**src/rtl/bus_mux_arbiter.sv**
```systemverilog
// bus_mux_arbiter: four-requester round-robin bus arbiter with a shared data mux.
// A requester owns the bus until it strobes done or drops req; every release is
// followed by one idle cycle before the next grant.
// Optional forced release (hold timeout) is compiled in with `define BUS_ARB_TIMEOUT_EN.
module bus_mux_arbiter #(
  parameter int WIDTH    = 64,
  parameter int MAX_HOLD = 8
) (
  input  logic                  clk,
  input  logic                  reset,
  input  logic [3:0]            req,
  input  logic [3:0]            done,
  input  logic [3:0][WIDTH-1:0] in,
  output logic [WIDTH-1:0]      out,
  output logic [3:0]            gnt,
  output logic [1:0]            sel,
  output logic                  valid,
  output logic                  tmo
);

  // MAX_HOLD must fit the 8-bit hold counter and be at least one cycle.
  if (MAX_HOLD < 1 || MAX_HOLD > 255) begin : g_bad_max_hold
    $error("bus_mux_arbiter: MAX_HOLD must be in 1..255");
  end

  typedef enum logic {
    IDLE  = 1'b0,
    OWNED = 1'b1
  } state_t;

  state_t     state_q, state_d;
  logic [1:0] ptr_q,   ptr_d;
  logic [3:0] gnt_q,   gnt_d;
  logic [1:0] sel_q,   sel_d;
  logic       valid_q, valid_d;
  logic       tmo_q,   tmo_d;

  logic       pick_found;
  logic [1:0] pick_idx;
  logic       normal_rel;
  logic       other_req;
  logic       hold_expired;

`ifdef BUS_ARB_TIMEOUT_EN
  localparam logic [7:0] HOLD_LAST = 8'(MAX_HOLD - 1);

  logic [7:0] hold_q, hold_d;

  // Forced release once the owner has used its budget while someone else waits.
  // Compared with >= so that a grant that outlived the budget while alone is
  // still bounded as soon as contention appears.
  always_comb begin
    hold_expired = (hold_q >= HOLD_LAST) && other_req;
  end
`else
  // No timeout hardware: grants end only on done or req drop.
  always_comb begin
    hold_expired = 1'b0;
  end
`endif

  // Round-robin pick: first asserted req at or after ptr, wrapping modulo 4.
  always_comb begin
    logic [1:0] cand;
    pick_found = 1'b0;
    pick_idx   = ptr_q;
    cand       = ptr_q;
    for (int i = 0; i < 4; i++) begin
      cand = ptr_q + 2'(i);
      if (!pick_found && req[cand]) begin
        pick_found = 1'b1;
        pick_idx   = cand;
      end
    end
  end

  // Release qualifiers for the current owner; non-owners are masked out.
  always_comb begin
    normal_rel = done[sel_q] | ~req[sel_q];
    other_req  = |(req & ~(4'b0001 << sel_q));
  end

  // Next-state and next-output computation for the two-state FSM.
  always_comb begin
    state_d = state_q;
    ptr_d   = ptr_q;
    gnt_d   = gnt_q;
    sel_d   = sel_q;
    valid_d = valid_q;
    tmo_d   = 1'b0;
`ifdef BUS_ARB_TIMEOUT_EN
    hold_d  = hold_q;
`endif
    case (state_q)
      IDLE: begin
        gnt_d   = 4'b0000;
        valid_d = 1'b0;
        if (pick_found) begin
          state_d = OWNED;
          gnt_d   = 4'b0001 << pick_idx;
          sel_d   = pick_idx;
          valid_d = 1'b1;
          ptr_d   = pick_idx + 2'd1;
`ifdef BUS_ARB_TIMEOUT_EN
          hold_d  = 8'd0;
`endif
        end
      end
      OWNED: begin
        if (normal_rel || hold_expired) begin
          // A normal release taking effect on the same edge wins over the timeout.
          state_d = IDLE;
          gnt_d   = 4'b0000;
          valid_d = 1'b0;
          tmo_d   = hold_expired & ~normal_rel;
        end
`ifdef BUS_ARB_TIMEOUT_EN
        else if (hold_q != 8'hFF) begin
          hold_d = hold_q + 8'd1;
        end
`endif
      end
      default: begin
        state_d = IDLE;
        gnt_d   = 4'b0000;
        valid_d = 1'b0;
      end
    endcase
  end

  // State and registered outputs; reset drops any grant without a tmo pulse.
  always_ff @(posedge clk) begin
    if (reset) begin
      state_q <= IDLE;
      ptr_q   <= 2'd0;
      gnt_q   <= 4'b0000;
      sel_q   <= 2'd0;
      valid_q <= 1'b0;
      tmo_q   <= 1'b0;
`ifdef BUS_ARB_TIMEOUT_EN
      hold_q  <= 8'd0;
`endif
    end else begin
      state_q <= state_d;
      ptr_q   <= ptr_d;
      gnt_q   <= gnt_d;
      sel_q   <= sel_d;
      valid_q <= valid_d;
      tmo_q   <= tmo_d;
`ifdef BUS_ARB_TIMEOUT_EN
      hold_q  <= hold_d;
`endif
    end
  end

  assign gnt   = gnt_q;
  assign sel   = sel_q;
  assign valid = valid_q;
  assign tmo   = tmo_q;
  assign out   = valid_q ? in[sel_q] : '0;

endmodule

```
**config.mk**
```make
export PLATFORM = sky130hd
export DESIGN_NAME = bus_mux_arbiter
export DESIGN_NICKNAME = d
export VERILOG_FILES = /design/src/rtl/bus_mux_arbiter.sv
export SDC_FILE = /design/constraint.sdc
export NUM_CORES = 1
export LEC_CHECK = 0
export BUFFER_PORTS_ARGS = -buffer_cell sky130_fd_sc_hd__buf_4
export CAP_MARGIN = 20
export CORE_AREA = 2 2 132 134
export DETAILED_ROUTE_END_ITERATION = 12
export DIE_AREA = 0 0 134 136
export PLACE_DENSITY_LB_ADDON = 0.3
export SLEW_MARGIN = 15
export SYNTH_ARGS = -nofsm -noshare
export SYNTH_HDL_FRONTEND = slang
export SYNTH_SLANG_ARGS = --single-unit
```
**constraint.sdc**
```tcl
create_clock -name clk -period 3.33 [get_ports clk]
set_input_delay 0.333 -clock clk [delete_from_list [all_inputs] [get_ports clk]]
set_output_delay 0.333 -clock clk [all_outputs]
set_load 0.005 [all_outputs]
```
After elaboration in Yosys (flattened, before gate mapping) --
Index checks and enable logic that the tools add are counted.
Storage, ports and cells: flip-flop bits (word level) 10, word-level logic and storage cells 56, output and inout port bits 72, input port bits 266
Cells by class: shifts and indexed selects 1, $lt $le $gt $ge 5, bitwise logic cells 3, reduce and logical (&&, ||, !) cells 7, equality and inequality tests 1, multiplexer cells 30, add/sub/neg operators 4
Operators by type and width (count):
- 64-bit binary-select mux with 2-bit select | 1
- 64-bit 2-to-1 mux | 2
- 2-bit by 3-bit < comparator with 1-bit output, second input constant | 5
- 1-bit 2-to-1 mux | 13
- 1-bit binary-select mux with 2-bit select | 6
- 4-bit 2-to-1 mux | 2
- 4-bit case mux with 2 select lines | 1
- 2-bit 2-to-1 mux | 3
- 2-bit by 1-bit adder with 2-bit output, second input constant | 2
- 2-bit adder, second input constant | 2
- 1-bit case mux with 2 select lines | 2
- 1-bit by 2-bit left shift with 4-bit output, first input constant | 1
- 1-bit logical AND | 3
- 1-bit logical NOT | 3
- 2-bit by 1-bit != test with 1-bit output, second input constant | 1
- 1-bit NOT | 2
- 2-bit AND reduction | 1
- 1-bit OR | 1

Longest topological paths before layout --
Gate-level depths: netlist of run 1.
depth after elaboration 15, gate-level depth with buffers 7

Worst setup path before layout of run 1 --
No wires, ideal clock.
path kind reg2out, start point register sel_q[0], in the netlist sel[0], end point output port out[32], data required time 2997 ps, stages on the path, launching flop included 6, buffers on the path 3, arrival time 1384 ps, setup slack 1613 ps, path through dfxtp_1 > buf_6 > buf_12 > buf_8 > mux4_2 > and2_1
On the way: word-level cells in the longest chain between the ends 3
RTL lines:
- from (decl) | RTL line 34 | logic [1:0] sel_q, sel_d;
- from (signal assigned) | RTL line 147 | sel_q <= sel_d;
- 64-bit binary-select mux with 2-bit select | RTL line 160 | assign out = valid_q ? in[sel_q] : '0;
- 64-bit 2-to-1 mux (implied by the code) | RTL line 160
- 64-bit 2-to-1 mux | RTL line 160
- to (decl) | RTL line 14 | output logic [WIDTH-1:0] out,
Every way passes these cells. The select of a mux whose other input is x is not followed.

Final worst setup path of run 1 --
start point register sel_q[0], in the netlist sel[0], end point output port out[54]
Same word-level chain as after synthesis.

==> reports/metrics.yaml, run 1 <==
p_leak_nw: 2.45
cp.arrival_ps: 2090
period_share_pct: 72.8
clk_root_buffer_cell: "clkbuf_16"
rsz0062_at_grt: "false"
area_delta_synth_final_pct: 111
reg2reg_depth: 5
reg2reg_to: "gnt[0]$_SDFFE_PP0P_"
globalRouteMet2Util_pct: 24.3
use_met3_pct: 2.65
final_util_pct: 31.4
fin_worst_skew_ps: 1.26
min_period_ps: 2430
maxCapViolations: 0
power_per_cell_area_mw_per_mm2: 261
path_cells: "buf_4 -> mux4_2 -> and2_1 -> buf_4"
postSynthCellCount: 210
finalWorstSetupSlack_ps: 904
drc_errors: 0
tightest_slew_ps: 980
synth-main-ff-cell: "dfxtp_1"
relSlewSlack_pct: 34.7
gp_congestion: 0.837
status: "finished clean"
postRouteAntennaNets: 0
crit_top_cell: "buf_4"
worstSetupPathType: "flip-flop to output pin"
cts_htree_levels: 1
syn_area_per_cell_um2: 12.0
worstHoldPathCells: 2
slew_violations: 0
synth_edf_count: 0
hold_viol_final: 0
io_pins: 338
syn_nets: 480
hp-start: "reset"
hold_class: "input pin to flip-flop"
synth_top_area_share_pct: 57.3
nets: 800
synth_top_cell_by_area: "mux4_2"
yosysMostFrequentCell: "and2_1"
rows: 48
drt_iter0_drc: 176
postCtsHoldBufs: 0
antenna_found_initial: 0
die_h_um: 136
start_util_pct: 14.9
diodes: 0
cpPeakStageDelay_ps: 570
gr-usage-met1_pct: 18.1
holdWs_ps: 305
yosys-top-cells-area: "mux4_2, and2_1, dfxtp_1"
drt_pass1_iterations: 4
async_reset_ff_share_pct: 0
irDropWorstVdd_mv: 0.332
fp.dieW_um: 134
synthTopCellsByCount: "and2_1, mux4_2, dfxtp_1"
fillers: 1789
grt.busiest_layer: "met2"
end_kind: "output pin"
min_to: "sel[1]$_SDFFE_PP0P_"
cts_tree: "done"
ys_ff_latch: 10
place_ws_ps: 1100
ys_seq_area_share_pct: 7.96
required_ps: 3000
vias: 3273
grt_max_degree: 69
crit_fanout: 24
critPathSlowestCell: "mux4_2"
die_area_mm2: 0.0182
drive_above_1_share_pct: 78.3
grt_use_total_pct: 13.8
core_mm2: 0.0169
numClockSinks: 10
grt_pass1_wl_um: 19700
setup_viol: 0
clk_pin_slew_ps: 40
cts.path.max_buffers: 2
clk_latency_ps: 230
vias_per_cell: 4.34
portBuffers: 336
numCtsBuffers: 3
setup_tns_ps: 0
postCtsSetupRepairBufs: 0
wl_per_cell_um: 18.4
ys_warn_count: 0
cts_resized: 0
drt_wl_total_um: 13900
grt.overflow.total: 0
fmax_mhz: 412
synth_cell_types: 32
reg2reg_from: "ptr_q[1]$_SDFFE_PP0P_"
dp_hpwl_um: 11700
startpoint_type: "flip-flop"
rrSetupSlack_ps: 1600
first_global_vias: 3398
synth_area_mm2: 0.00251
==> routing by layer <==
layer,part of all wire [%],vias to the layer above
li1,-,1479
met1,40,1635
met2,52,150
met3,7.7,9
met4,0.53,0
met5,0,-
==> stage by stage <==
stage	total power, W	instance area, µm²	instances
after detailed placement	0.00117	5200	750
after floorplan	0.000686	2510	210
final	0.00138	5300	754
after global routing	0.00148	5300	754
after global placement	0.00115	5200	750
after CTS	0.00141	5290	754
==> final cells by class <==
class	instances	area [µm²]	share of cell area, %
well taps	225	282	5.32
inverters	3	11.3	0.213
flip-flops and latches	10	211	3.99
clock buffers	4	88.8	1.68
multi-input cells	174	2150	40.6
repair buffers	338	2550	48.2
==> layout by cell type, fill, tap and decap left out, types with 4 or more instances in the layout <==
cell,instances
a22o_1,4
and2_1,66
buf_4,337
dfxtp_1,7
ha_1,4
mux4_2,64
nand2_1,6
nor2_1,7
==> critical path: cells and delay by family (launching register included) <==
family / cells / cell delay (ps)
multiplexers: 1 / 570
AND/OR/NAND/NOR: 1 / 190
flip-flops: 1 / 490
buffers and inverters: 2 / 590
==> state kept, by name (all words and copies together) (netlist names) <==
name,flops
ptr_q,2
sel,2
valid,1
state_q,1
gnt,4
==> kinds of logic after synthesis <==
group / Yosys count / share of synthesized area, %
buffers and inverters: 26 / 6.42
multiplexers: 64 / 57.3
AO/OA/AOI/OAI: 18 / 5.62
adder cells (fa/ha/maj): 4 / 1.99
other: 1 / 0.149
AND/OR/NAND/NOR: 87 / 20.5
flip-flops: 10 / 7.96
==> power by group <==
part	leakage (nW)	switching [W]	total [W]	internal, W
logic	2.32	0.000274	0.000914	0.000640
registers	0.0844	0.0000960	0.000235	0.000139
clock network	0.0442	0.0000537	0.000234	0.000180
==> worst max-delay path by stage <==
| stage | start | endpoint | slack (ps) | depth (start not counted) |
|---|---|---|---|---|
| 2_1_floorplan | sel[0]$_SDFFE_PP0P_ | out[32] | 1610 | 5 |
| 3_3_place_gp | sel[0]$_SDFFE_PP0P_ | out[54] | 1140 | 4 |
| 3_5_place_dp | sel[0]$_SDFFE_PP0P_ | out[54] | 1100 | 4 |
| 4_1_cts | sel[0]$_SDFFE_PP0P_ | out[54] | 850 | 4 |
| 5_1_grt | sel[0]$_SDFFE_PP0P_ | out[54] | 770 | 4 |
| 6_report | sel[0]$_SDFFE_PP0P_ | out[54] | 900 | 4 |
Note: power is estimated with default switching activity, not from simulation.
==> inputs of run 2 (changes only) <==
Settings changed: ABC_AREA set to 1, CORE_AREA 2 2 132 134 to 2 2 130 132, DIE_AREA 0 0 134 136 to 0 0 132 134.
Clock period 3.33 ns to 2.4 ns, I/O delays scaled along.
==> run 2 against run 1 <==
Compared with the run above:
- hold slack got worse by 77 ps
- count of clock-buffer cells in the layout unchanged
- register-to-register slack got worse by 1200 ps
- critical endpoint is now ptr_q[1]$_SDFFE_PP0P_
==> reports/metrics.yaml, run 2 <==
status: "finished clean"
drive_above_1_share_pct: 41.2
postCtsSetupRepairBufs: 0
final_util_pct: 35.4
rsz0062_at_grt: "false"
dp_hpwl_um: 12500
synth_area_mm2: 0.00293
cts.path.max_buffers: 2
startpoint_type: "flip-flop"
diodes: 0
clk_root_buffer_cell: "clkbuf_16"
vias_per_cell: 4.49
path_cells: "inv_2 -> nand2_2 -> nand2_4 -> o21ai_4 -> inv_2 -> nor2_4 -> nand2_2 -> nand2_1 -> inv_1 -> ha_1 -> o21ai_0 -> nor2_1"
grt_max_degree: 77
drt_iter0_drc: 207
cts_htree_levels: 1
ys_ff_latch: 10
cp.arrival_ps: 2170
reg2reg_depth: 12
p_leak_nw: 2.90
tightest_slew_ps: 597
vias: 5091
worstSetupPathType: "flip-flop to flip-flop"
drc_errors: 0
die_area_mm2: 0.0177
slew_violations: 0
crit_fanout: 7
io_pins: 338
ys_seq_area_share_pct: 6.82
grt_pass1_wl_um: 25300
period_share_pct: 85.3
numCtsBuffers: 3
gp_congestion: 0.791
irDropWorstVdd_mv: 0.447
first_global_vias: 5028
rrSetupSlack_ps: 350
final_cell_mix: "buf_4, nor2_1, o21ai_0, a21oi_1, nand2_1"
ys_warn_count: 0
area_delta_synth_final_pct: 96.3
synth-main-ff-cell: "dfxtp_1"
hold_viol_final: 0
power_per_cell_area_mw_per_mm2: 880
core_mm2: 0.0163
hp-start: "reset"
portBuffers: 336
cts_tree: "done"
die_h_um: 134
grt.busiest_layer: "met2"
wl_per_cell_um: 14.3
layout_commonest_cell: "buf_4"
setup_tns_ps: 0
nets: 1186
fp.dieW_um: 132
drt_pass1_iterations: 4
reg2reg_to: "ptr_q[1]$_SDFFE_PP0P_"
postRouteAntennaNets: 0
yosysMostFrequentCell: "nor2_1"
fin_worst_skew_ps: 1.70
grt.overflow.total: 0
clk_pin_slew_ps: 40
worstHoldPathCells: 2
postSynthCellCount: 618
synth_cell_types: 28
required_ps: 2530
antenna_found_initial: 0
cpPeakStageDelay_ps: 470
maxCapViolations: 0
numClockSinks: 10
synth_edf_count: 0
synth_top_area_share_pct: 33.5
largest_reg_flops: 4
synthTopCellsByCount: "nor2_1, o21ai_0, a21oi_1"
path_buf_inv: 3
relSlewSlack_pct: 60.2
crit_family: "simple AND/OR/NAND/NOR gates"
grt_use_total_pct: 17.1
critPathSlowestCell: "dfxtp_1"
drt_wl_total_um: 16200
min_period_ps: 2050
globalRouteMet2Util_pct: 32.4
syn_nets: 888
syn_area_per_cell_um2: 4.75
synth_top_cell_by_area: "nor2_1"
start_util_pct: 18.0
async_reset_ff_share_pct: 0
reg2reg_from: "ptr_q[1]$_SDFFE_PP0P_"
min_to: "sel[0]$_SDFFE_PP0P_"
use_met3_pct: 3.02
gr-usage-met1_pct: 20.7
fmax_mhz: 489
hold_class: "input pin to flip-flop"
clk_latency_ps: 240
end_kind: "flip-flop"
rows: 47
yosys-top-cells-area: "nor2_1, o21ai_0, a21oi_1"
setup_viol: 0
## run 2: cell count changes after synthesis, moves of 39 or more
cell,delta
o21ai_0,+121
nor2_1,+255
a21oi_1,+68
mux4_2,-64
and2_1,-66
nand2_1,+39
## run 2: what timing repair did
item                       in CTS  in global routing
setup endpoints to repair       0                  1
hold endpoints to repair        0                  0
hold buffers                    0                  0
gates resized for setup         0                  1
## run 2: how the worst max path moves through the flow
stage | startpoint | to | cells past startpoint
6_report | ptr_q[1]$_SDFFE_PP0P_ | ptr_q[1]$_SDFFE_PP0P_ | 12
4_1_cts | ptr_q[0]$_SDFFE_PP0P_ | ptr_q[1]$_SDFFE_PP0P_ | 12
3_3_place_gp | ptr_q[0]$_SDFFE_PP0P_ | ptr_q[1]$_SDFFE_PP0P_ | 12
5_1_grt | ptr_q[1]$_SDFFE_PP0P_ | ptr_q[1]$_SDFFE_PP0P_ | 14
2_1_floorplan | ptr_q[0]$_SDFFE_PP0P_ | ptr_q[1]$_SDFFE_PP0P_ | 13
3_5_place_dp | ptr_q[0]$_SDFFE_PP0P_ | ptr_q[1]$_SDFFE_PP0P_ | 12
## run 2: report_power, final
| group | switching (W) | internal, W |
|---|---|---|
| clock | 0.0000793 | 0.000251 |
| sequential | 0.0000870 | 0.000244 |
| combinational | 0.00255 | 0.00186 |
## run 2: per-layer routing
metal  vias up  share of wire [%]
met2       232                 52
li1       2609                  -
met3         8                7.5
met5         -                  0
met4         0               0.43
met1      2242                 40
## run 2: cell type report
class | count | area [µm²]
timing repair buffer | 346 | 2690
sequential | 10 | 206
inverter | 14 | 56.3
fill | 1869 | 10500
tap | 220 | 275
multi-input combinational | 541 | 2450
clock buffer | 4 | 88.8
## run 2: per-stage QoR
stage | setup slack (ps) | power, W | cell area (µm²) | cells | hold WS, ps
2_1_floorplan | 593 | 0.00296 | 2930 | 618 | 456
3_3_place_gp | 324 | 0.00476 | 5670 | 1131 | 454
3_5_place_dp | 255 | 0.00478 | 5670 | 1131 | 462
4_1_cts | 242 | 0.00514 | 5760 | 1135 | 230
5_1_grt | 122 | 0.00568 | 5760 | 1135 | 248
6_report | 354 | 0.00507 | 5760 | 1135 | 229
## run 2: kinds of logic (layout without fill, tap and decap cells)
logic type	Yosys count	count (layout)	share of synthesized area, %
buf+inv	67	364	9.72
fa+ha+maj	4	4	1.71
simple gates	332	332	45.8
compound gates	204	204	35.8
flops	10	10	6.82
other cells	1	1	0.128
## run 2: worst reg2reg max path: stages (launching register included)
cell	delay (ps)
dfxtp_1	470
inv_2	120
nand2_2	90
nand2_4	70
o21ai_4	230
inv_2	70
nor2_4	120
nand2_2	60
nand2_1	120
inv_1	80
ha_1	280
o21ai_0	170
nor2_1	50
==> inputs of run 3 (changes only) <==
Clock period 2.4 ns to 2.2 ns, I/O delays scaled along.
==> run 3 against run 2 <==
Compared with the run above:
- sequential share of layout area is 0.066 points higher
- via count down 0.31%
- clock skew about the same
- sequential power is 11% higher
- non-clock buffer count rose by 1
- setup slack got worse by 140 ps
- first-iteration DRC count decreased by 13%
- count of clock-buffer cells in the layout unchanged
- total power up 9.4%
- die area did not move
- combinational power increased by 9.3%
- core utilization is essentially flat
==> reports/metrics.yaml, run 3 (synthesis gave the netlist of run 2 again) <==
drive_above_1_share_pct: 41.4
drt_iter0_drc: 181
reg2reg_from: "ptr_q[0]$_SDFFE_PP0P_"
grt.busiest_layer: "met2"
hold_viol_final: 0
crit_fanout: 29
setup_tns_ps: 0
end_kind: "output pin"
crit_family: "buffers and inverters"
final_area_mm2: 0.00576
largest_reg_flops: 4
start_util_pct: 18.0
crit_top_cell: "buf_4"
diodes: 0
fp.dieW_um: 132
p_leak_nw: 2.90
drc_errors: 0
vias: 5075
grt_use_total_pct: 16.7
slew_violations: 0
drt_wl_total_um: 16000
numCtsBuffers: 3
numClockSinks: 10
grt_max_degree: 76
path_depth: 6
postRouteAntennaNets: 0
p_sw_w: 0.00298
rsz0062_at_grt: "false"
io_pins: 338
fmax_mhz: 504
antenna_found_initial: 0
grt.overflow.total: 0
path_buf_inv: 3
setup_viol: 0
cp-endpoint: "out[6]"
hold_class: "input pin to flip-flop"
dp.cells: 1132
path_cells: "inv_2 -> buf_4 -> nor2_1 -> o21ai_0 -> a21oi_1 -> buf_4"
postCtsSetupRepairBufs: 0
period_share_pct: 90.3
reg2reg_depth: 13
intPower_w: 0.00257
gp_congestion: 0.783
worstSetupPathType: "flip-flop to output pin"
cts_tree: "done"
drt_pass1_iterations: 4
cts.path.max_buffers: 2
nets: 1187
dpl-instance-area_mm2: 0.00567
clkPwrFrac_pct: 6.4
portBuffers: 336
maxCapViolations: 0
power_per_cell_area_mw_per_mm2: 963
crit_start: "sel[1]$_SDFFE_PP0P_"
rrSetupSlack_ps: 240
clk_root_buffer_cell: "clkbuf_16"
grt_pass1_wl_um: 24500
cpPeakStageDelay_ps: 400
die_h_um: 134
comb_power_share_pct: 86.9
clk_latency_ps: 240
area_delta_synth_final_pct: 96.3
finalNonFillerCells: 1136
min_period_ps: 1990
postCtsHoldBufs: 0
vias_per_cell: 4.47
globalRouteMet2Util_pct: 31.6
use_met3_pct: 3.06
clk_pin_slew_ps: 40
switching_share_pct: 53.7
fin_worst_skew_ps: 1.68
reg2reg_to: "ptr_q[1]$_SDFFE_PP0P_"
rows: 47
cts_htree_levels: 1
critPathSlowestCell: "buf_4"
layout_commonest_cell: "buf_4"
dp_hpwl_um: 12400
gr-usage-met1_pct: 20.1
status: "finished clean"
holdWs_ps: 206
first_global_vias: 4871
fillers: 1872
die_area_mm2: 0.0177
cts_resized: 0
irDropWorstVdd_mv: 0.457
p_seq_share_pct: 6.6
required_ps: 1980
final_cell_mix: "buf_4, nor2_1, o21ai_0, a21oi_1, nand2_1"
core_mm2: 0.0163
cp.arrival_ps: 1770
startpoint_type: "flip-flop"
wl_per_cell_um: 14.1
-- run 3: routing by layer --
metal,share of wire (%),up-vias
li1,-,2610
met1,41,2237
met2,51,218
met3,7.6,10
met4,0.66,0
met5,0,-
-- run 3: final cells by class --
type	count	area, µm²	area share [%]
flip-flops and latches	10	210	3.65
well taps	220	275	4.78
clock buffers	4	88.8	1.54
inverters	14	56.3	0.978
multi-input cells	541	2450	42.5
repair buffers	347	2680	46.5
-- run 3: power by group through the flow --
stage / clock (W) / sequential [W] / combinational [W]
6_report: 0.000357 / 0.000367 / 0.00482
5_1_grt: 0.000369 / 0.000381 / 0.00543
4_1_cts: 0.000363 / 0.000362 / 0.00487
3_5_place_dp: 0 / 0.000365 / 0.00485
3_3_place_gp: 0 / 0.000363 / 0.00484
2_1_floorplan: 0 / 0.000315 / 0.00292
-- run 3: how the worst min path moves through the flow --
stage                        start                   to  slack [ps]  depth (start not counted)
2_1_floorplan  gnt[0]$_SDFFE_PP0P_  gnt[0]$_SDFFE_PP0P_         460                          2
3_3_place_gp                 reset  sel[0]$_SDFFE_PP0P_         450                          2
3_5_place_dp                 reset  sel[0]$_SDFFE_PP0P_         450                          2
4_1_cts                      reset  sel[0]$_SDFFE_PP0P_         200                          2
5_1_grt                      reset  sel[0]$_SDFFE_PP0P_         220                          2
6_report                     reset  sel[0]$_SDFFE_PP0P_         210                          2
-- run 3: per-stage QoR --
step	total power [W]	worst slack, ps	util [%]
CTS	0.00559	78.9	35.3
detailed placement	0.00522	102	34.8
global route	0.00618	27.3	35.4
finish	0.00555	214	35.4
global placement	0.00521	180	34.8
floorplan	0.00323	393	-
